## src/rtl/dru_phase_ctrl_if.sv

```systemverilog
// Window input and recovered-bit output bundle between the DRU and the phase controller.
// Optional phase override signals are present only with DRU_PHASE_OVERRIDE_EN defined.
interface dru_phase_ctrl_if;
  logic       in_valid;
  logic [7:0] sw;
  logic [3:0] edge_flags;
`ifdef DRU_PHASE_OVERRIDE_EN
  logic       ovr_en;
  logic [1:0] ovr_phase;
`endif
  logic [2:0] dout;
  logic [1:0] dout_cnt;
  logic       dout_valid;
  logic [1:0] phase;
  logic       locked;

`ifdef DRU_PHASE_OVERRIDE_EN
  modport master (
    output in_valid, sw, edge_flags, ovr_en, ovr_phase,
    input  dout, dout_cnt, dout_valid, phase, locked
  );
  modport slave (
    input  in_valid, sw, edge_flags, ovr_en, ovr_phase,
    output dout, dout_cnt, dout_valid, phase, locked
  );
`else
  modport master (
    output in_valid, sw, edge_flags,
    input  dout, dout_cnt, dout_valid, phase, locked
  );
  modport slave (
    input  in_valid, sw, edge_flags,
    output dout, dout_cnt, dout_valid, phase, locked
  );
`endif
endinterface

```

## src/rtl/dru_phase_ctrl.sv

```systemverilog
// 4x-oversampling phase controller: votes on edge flags with hysteresis, emits 1-3 bits/window.
// Latency 1 cycle from in_valid; no backpressure. DRU_PHASE_OVERRIDE_EN adds a forced-phase input.
module dru_phase_ctrl #(
  parameter int unsigned VOTE_THRESH  = 4,
  parameter int unsigned LOCK_WINDOWS = 16,
  parameter int unsigned INIT_PHASE   = 0
) (
  input logic             clk,
  input logic             rst,
  dru_phase_ctrl_if.slave bus
);

  localparam logic [3:0] THRESH  = VOTE_THRESH[3:0];
  localparam logic [7:0] LOCK_W  = LOCK_WINDOWS[7:0];
  localparam logic [1:0] INIT_PH = INIT_PHASE[1:0];

  typedef enum logic {
    ST_ACQ,
    ST_LOCK
  } lock_st_e;

  lock_st_e   state_q, state_d;
  logic [1:0] phase_q, phase_d;
  logic [1:0] prev_phase_q, prev_phase_d;
  logic       prev_sw7_q, prev_sw7_d;
  logic [3:0] vote_cnt_q, vote_cnt_d;
  logic [1:0] vote_tgt_q, vote_tgt_d;
  logic [7:0] lock_cnt_q, lock_cnt_d;
  logic [2:0] dout_q, dout_d;
  logic [1:0] dout_cnt_q, dout_cnt_d;
  logic       dout_vld_q, dout_vld_d;

  logic       tgt_vld;
  logic [1:0] tgt;
  logic [3:0] cnt_upd;
  logic       step;
  logic       ovr_act;
  logic [1:0] ovr_phase_w;
  logic       smp_lo;
  logic       smp_hi;

`ifdef DRU_PHASE_OVERRIDE_EN
  assign ovr_act     = bus.ovr_en;
  assign ovr_phase_w = bus.ovr_phase;
`else
  assign ovr_act     = 1'b0;
  assign ovr_phase_w = 2'd0;
`endif

  // Edge region k implies the eye centre sits two phases away from it.
  always_comb begin
    tgt_vld = 1'b1;
    tgt     = 2'd0;
    case (bus.edge_flags)
      4'b0001: tgt = 2'd2;
      4'b0010: tgt = 2'd3;
      4'b0100: tgt = 2'd0;
      4'b1000: tgt = 2'd1;
      default: tgt_vld = 1'b0;
    endcase
  end

  assign smp_lo = bus.sw[{1'b0, phase_q}];
  assign smp_hi = bus.sw[{1'b1, phase_q}];

  always_comb begin
    phase_d    = phase_q;
    vote_cnt_d = vote_cnt_q;
    vote_tgt_d = vote_tgt_q;
    cnt_upd    = 4'd0;
    step       = 1'b0;
    if (bus.in_valid) begin
      if (ovr_act) begin
        phase_d    = ovr_phase_w;
        vote_cnt_d = 4'd0;
      end else if (!tgt_vld || (tgt == phase_q)) begin
        vote_cnt_d = 4'd0;
      end else begin
        if (tgt != vote_tgt_q) begin
          vote_tgt_d = tgt;
          cnt_upd    = 4'd1;
        end else if (vote_cnt_q >= THRESH) begin
          cnt_upd    = THRESH;
        end else begin
          cnt_upd    = vote_cnt_q + 4'd1;
        end
        vote_cnt_d = cnt_upd;
        if (cnt_upd == THRESH) begin
          step       = 1'b1;
          vote_cnt_d = 4'd0;
          // Targets one or two ahead both resolve as a forward step.
          if (tgt == (phase_q - 2'd1)) begin
            phase_d = phase_q - 2'd1;
          end else begin
            phase_d = phase_q + 2'd1;
          end
        end
      end
    end
  end

  always_comb begin
    state_d    = state_q;
    lock_cnt_d = lock_cnt_q;
    if (bus.in_valid) begin
      if (step || ovr_act) begin
        lock_cnt_d = 8'd0;
        state_d    = ST_ACQ;
      end else begin
        if (lock_cnt_q != 8'hFF) begin
          lock_cnt_d = lock_cnt_q + 8'd1;
        end
        case (state_q)
          ST_ACQ:  if (lock_cnt_d >= LOCK_W) state_d = ST_LOCK;
          ST_LOCK: state_d = ST_LOCK;
          default: state_d = ST_ACQ;
        endcase
      end
    end
  end

  // A wrap moves the sampling point across the window boundary, so one bit
  // is either duplicated (3->0, drop it) or skipped (0->3, recover it from prev_sw7).
  always_comb begin
    dout_d       = 3'd0;
    dout_cnt_d   = 2'd0;
    dout_vld_d   = bus.in_valid;
    prev_phase_d = prev_phase_q;
    prev_sw7_d   = prev_sw7_q;
    if (bus.in_valid) begin
      if ((prev_phase_q == 2'd3) && (phase_q == 2'd0)) begin
        dout_d     = {2'b00, bus.sw[4]};
        dout_cnt_d = 2'd1;
      end else if ((prev_phase_q == 2'd0) && (phase_q == 2'd3)) begin
        dout_d     = {bus.sw[7], bus.sw[3], prev_sw7_q};
        dout_cnt_d = 2'd3;
      end else begin
        dout_d     = {1'b0, smp_hi, smp_lo};
        dout_cnt_d = 2'd2;
      end
      prev_phase_d = phase_q;
      prev_sw7_d   = bus.sw[7];
    end
  end

  always_ff @(posedge clk or posedge rst) begin
    if (rst) begin
      state_q      <= ST_ACQ;
      phase_q      <= INIT_PH;
      prev_phase_q <= INIT_PH;
      prev_sw7_q   <= 1'b0;
      vote_cnt_q   <= 4'd0;
      vote_tgt_q   <= 2'd0;
      lock_cnt_q   <= 8'd0;
      dout_q       <= 3'd0;
      dout_cnt_q   <= 2'd0;
      dout_vld_q   <= 1'b0;
    end else begin
      state_q      <= state_d;
      phase_q      <= phase_d;
      prev_phase_q <= prev_phase_d;
      prev_sw7_q   <= prev_sw7_d;
      vote_cnt_q   <= vote_cnt_d;
      vote_tgt_q   <= vote_tgt_d;
      lock_cnt_q   <= lock_cnt_d;
      dout_q       <= dout_d;
      dout_cnt_q   <= dout_cnt_d;
      dout_vld_q   <= dout_vld_d;
    end
  end

  assign bus.dout       = dout_q;
  assign bus.dout_cnt   = dout_cnt_q;
  assign bus.dout_valid = dout_vld_q;
  assign bus.phase      = phase_q;
  assign bus.locked     = (state_q == ST_LOCK);

endmodule

```

## src/flat_wrapper.sv

```systemverilog
// flat-port wrapper written by rule: the top's interface ports become plain ports
module dru_phase_ctrl_flat 
#(
  parameter int unsigned VOTE_THRESH  = 4,
  parameter int unsigned LOCK_WINDOWS = 16,
  parameter int unsigned INIT_PHASE   = 0
)
  (clk, rst, bus_in_valid, bus_sw, bus_edge_flags, bus_dout, bus_dout_cnt, bus_dout_valid, bus_phase, bus_locked);
  dru_phase_ctrl_if bus_i ();
  input logic clk;
  input logic rst;
  input wire logic [$bits(bus_i.in_valid)-1:0] bus_in_valid;
  input wire logic [$bits(bus_i.sw)-1:0] bus_sw;
  input wire logic [$bits(bus_i.edge_flags)-1:0] bus_edge_flags;
  output wire logic [$bits(bus_i.dout)-1:0] bus_dout;
  output wire logic [$bits(bus_i.dout_cnt)-1:0] bus_dout_cnt;
  output wire logic [$bits(bus_i.dout_valid)-1:0] bus_dout_valid;
  output wire logic [$bits(bus_i.phase)-1:0] bus_phase;
  output wire logic [$bits(bus_i.locked)-1:0] bus_locked;
  assign bus_i.in_valid = bus_in_valid;
  assign bus_i.sw = bus_sw;
  assign bus_i.edge_flags = bus_edge_flags;
  assign bus_dout = bus_i.dout;
  assign bus_dout_cnt = bus_i.dout_cnt;
  assign bus_dout_valid = bus_i.dout_valid;
  assign bus_phase = bus_i.phase;
  assign bus_locked = bus_i.locked;
  dru_phase_ctrl #(.VOTE_THRESH(VOTE_THRESH), .LOCK_WINDOWS(LOCK_WINDOWS), .INIT_PHASE(INIT_PHASE)) u_core (.clk(clk), .rst(rst), .bus(bus_i));
endmodule
```

## config.mk

```make
export PLATFORM = sky130hd
export DESIGN_NAME = dru_phase_ctrl_flat
export DESIGN_NICKNAME = d
export VERILOG_FILES = /design/src/rtl/dru_phase_ctrl_if.sv /design/src/rtl/dru_phase_ctrl.sv /design/src/flat_wrapper.sv
export SDC_FILE = /design/constraint.sdc
export NUM_CORES = 1
export LEC_CHECK = 0
export CORE_MARGIN = 2
export CORE_UTILIZATION = 40
export CTS_CLUSTER_SIZE = 14
export DETAILED_ROUTE_END_ITERATION = 6
export PLACE_DENSITY = 0.6
export SETUP_SLACK_MARGIN = 0.2
export SLEW_MARGIN = 30
export SYNTH_ARGS = -nofsm -noshare
export SYNTH_HDL_FRONTEND = slang
export SYNTH_SLANG_ARGS = --single-unit
export TNS_END_PERCENT = 10
```

## constraint.sdc

```tcl
create_clock -name clk -period 3 [get_ports clk]
set_input_delay 0.9 -clock clk [delete_from_list [all_inputs] [get_ports clk]]
set_output_delay 0.9 -clock clk [all_outputs]
set_load 0.1 [all_outputs]
```

==> impl_metrics.tcl <==
set metrics [dict create \
    io_pins 24 \
    syn_inst 156 \
    grt_pass1_vias 1226 \
    power_density_nw_per_um2 551.0 \
    cts_tree "done" \
    crit_fanout 9 \
    seq_area_frac_synth 0.4214 \
    cts_buffers 3 \
    final_util 0.5102 \
    fp.coreArea_um2 3689 \
    cp.required_ns 3.14 \
    finalSetupTns_ns 0 \
    worstPathCellList "clkdlybuf4s50_1 -> o21ai_0 -> a21o_1 -> a21oi_1 -> o2111ai_2 -> nor2_4 -> buf_12 -> a311oi_2" \
    crit_arrival_ns 2.76 \
    postSynthAreaPerCell_um2 9.897 \
    switching_share 0.3195 \
    antenna-diode-count 0 \
    postLayoutCellArea_um2 1882 \
    h-tree-depth 1 \
    die_y_um 66.13 \
    synth_area_leaders "dfrtp_1 42%, ha_1 3.2%, nor2_1 3.2%" \
    yosysTopAreaCell "dfrtp_1" \
    met2_length_um 1461 \
    cts_buffer_depth 2 \
    post_cts.repair.setup_buffers 0 \
    grt.total_usage 0.1664 \
    fillers 360 \
    die_w_um 66.13 \
    comb_power_share 0.257 \
    dr_wl_met3_um 159 \
    status "completed" \
    yosysMostFrequentCell "dfrtp_1" \
    antenna_found_initial 0 \
    synth.distinct_cells 42 \
    fin_skew_ns 0.001383 \
    setup_viol 0 \
    crit_type "in -> reg" \
    ir_worst_vdd_mv 0.2367 \
    rsz0062_at_grt "false" \
    fin_crit_ns 2.619 \
    drive_gt1_frac 0.1813 \
    maxCapViolCount 0 \
    synth_edf_count 0 \
    firstDrtPassIters 4 \
    internal_power_mw 0.7055 \
    synthToLayoutAreaGrowth_pct 21.88 \
    maxUsedRoutingLayer "met4" \
    r2r_slack_ns 1.06 \
    min_period_over_period 0.8729 \
    hold_path_class "reg -> reg" \
    vias_per_cell 5.465 \
    drc_errors 0 \
    gp_congestion 0.9048 \
    grt_start_max_net_pins 27 \
    clk_pin_slew_ns 0.09 \
    drt_iter0_markers 74 \
    power_leakage_nw 0.7928 \
    finalMaxSlewViolations 0 \
    cts_sinks 26 \
    tightest_slew_ns 0.4974 \
    max_slew_margin 0.6659 \
    yosysTopAreaCellShare 0.4214 \
    holdBufCountCts 0 \
    antenna_left 0 \
    dp_hpwl_um 2318 \
    power_frac_seq 0.457 \
    cp_slowest_stage_delay_ns 0.65 \
    async_flop_share 1.000 \
    wirelength_um 3167 \
    multiInputGateArea_um2 785.8 \
    post_cts_resized 0 \
    slowest_stage "clkdlybuf4s50_1" \
    power.total_mw 1.037 \
    fmax_mhz 381.9 \
    synth_common_cells "26 x dfrtp_1, 13 x nor2_1, 10 x inv_1, 10 x nand2_1, 9 x nand3_1" \
    synth-main-ff-cell "dfrtp_1" \
    place_area_um2 1810 \
    ys.warnings.count 0 \
    initial_core_util 0.4186 \
    worstSetupStartpointType "input port" \
    critPathCaptureType "flop" \
    routedLengthMet1_um 1507 \
    grt.overflow.total 0 \
    routedWlPerCell_um 13.77 \
    ys_ff_latch 26 \
    fin_nets 202 \
    root_buffer "clkbuf_8" \
    numPortBuffers 23 \
    power_switching_mw 0.3313 \
    grt_pass1_wl_um 5609 \
    finalHoldViolCount 0 \
    insertion_delay_ns 0.27 \
    regArea_um2 650.6 \
    fp.dieArea_um2 4373 \
    clockPowerShare 0.286 \
    final_cells 230 \
    vias 1257 \
    syn_nets 175 \
    syn_area_um2 1544 \
    row_count 22 \
    placed_cells 226 \
]
-- worst max-delay path: cells and delay by family --
family          cells  cell delay, ns
compound gates      5            0.80
buf+inv             2            0.80
simple gates        1            0.25
-- power by group through the flow --
| stage | Sequential [mW] | Clock (mW) | Combinational (mW) |
|---|---|---|---|
| finish | 0.474 | 0.297 | 0.266 |
| global route | 0.488 | 0.319 | 0.307 |
| CTS | 0.474 | 0.302 | 0.271 |
| detailed placement | 0.482 | 0 | 0.267 |
| global placement | 0.478 | 0 | 0.263 |
| floorplan | 0.494 | 0 | 0.180 |
-- placed cells by master (no fill, tap or decap), types with 2 or more instances in the layout --
master / Yosys / routed
nor3b_1: 2 / 2
buf_4: 1 / 15
mux4_2: 2 / 2
o32ai_1: 2 / 2
nand2_1: 10 / 10
a31oi_1: 4 / 4
ha_1: 4 / 4
o21ai_0: 7 / 7
mux2_2: 3 / 3
a21oi_1: 8 / 8
dfrtp_1: 26 / 26
inv_1: 10 / 10
nor2_1: 13 / 13
xor2_1: 3 / 3
a22o_1: 2 / 2
nor2_4: 2 / 2
nand3_1: 9 / 9
nor3_2: 2 / 2
nor2b_1: 5 / 5
a211oi_1: 2 / 2
nor3_1: 5 / 5
mux2i_1: 4 / 4
and3_1: 2 / 2
clkbuf_8: 0 / 3
clkdlybuf4s50_1: 0 / 14
and2_1: 2 / 2
nand4_1: 3 / 3
xnor2_1: 3 / 3
-- through the flow --
step / setup slack, ns / hold slack (ns)
after detailed placement: 0.09986 / 0.5022
after floorplan: 0.5960 / 0.4831
after CTS: 0.3846 / 0.5266
after global routing: 0.2162 / 0.5556
after global placement: 0.1329 / 0.4951
final: 0.3813 / 0.5169
-- registers in the layout (all words and copies together) (netlist names) --
name	count
u_core.bus.locked	1
u_core.prev_phase_q	2
u_core.bus.dout	3
u_core.bus.dout_valid	1
u_core.prev_sw7_q	1
u_core.vote_cnt_q	4
u_core.bus.phase	2
u_core.lock_cnt_q	8
u_core.bus.dout_cnt	2
u_core.vote_tgt_q	2
-- kinds of logic (layout without fill, tap and decap cells) --
family | count (synthesis) | count (layout) | synth area share
AO/OA/AOI/OAI | 32 | 32 | 0.1507
AND/OR/NAND/NOR | 59 | 59 | 0.2050
XOR/XNOR | 6 | 6 | 0.03404
multiplexers | 10 | 10 | 0.08670
buffers and inverters | 19 | 45 | 0.06969
flip-flops | 26 | 26 | 0.4214
adder cells (fa/ha/maj) | 4 | 4 | 0.03242
-- per-layer routing --
layer | GRT usage | up-vias
met1 | 0.2149 | 614
met4 | 0.05867 | 0
li1 | - | 609
met2 | 0.2750 | 30
met5 | 0 | -
met3 | 0.03407 | 4
-- cell type report --
class                      count  area share
clock buffer                   3     0.02194
clock inverter                 1     0.01596
inverter                      11     0.02194
multi-input combinational    111      0.4176
sequential                    26      0.3457
tap                           48     0.03191
timing repair buffer          30      0.1449
-- worst paths after layout --
path	to	cells past startpoint	from
min in group asynchronous	u_core.bus.dout_valid	3	rst
hold / removal	u_core.bus.locked	2	u_core.bus.locked
setup / recovery	u_core.lock_cnt_q[7]	8	bus_edge_flags[1]
setup reg to reg	u_core.vote_tgt_q[0]	5	u_core.bus.phase[0]
max in group asynchronous	u_core.prev_phase_q[0]	3	rst
hold reg to reg	u_core.bus.locked	2	u_core.bus.locked
No activity file was read; power rests on OpenSTA's default activity.
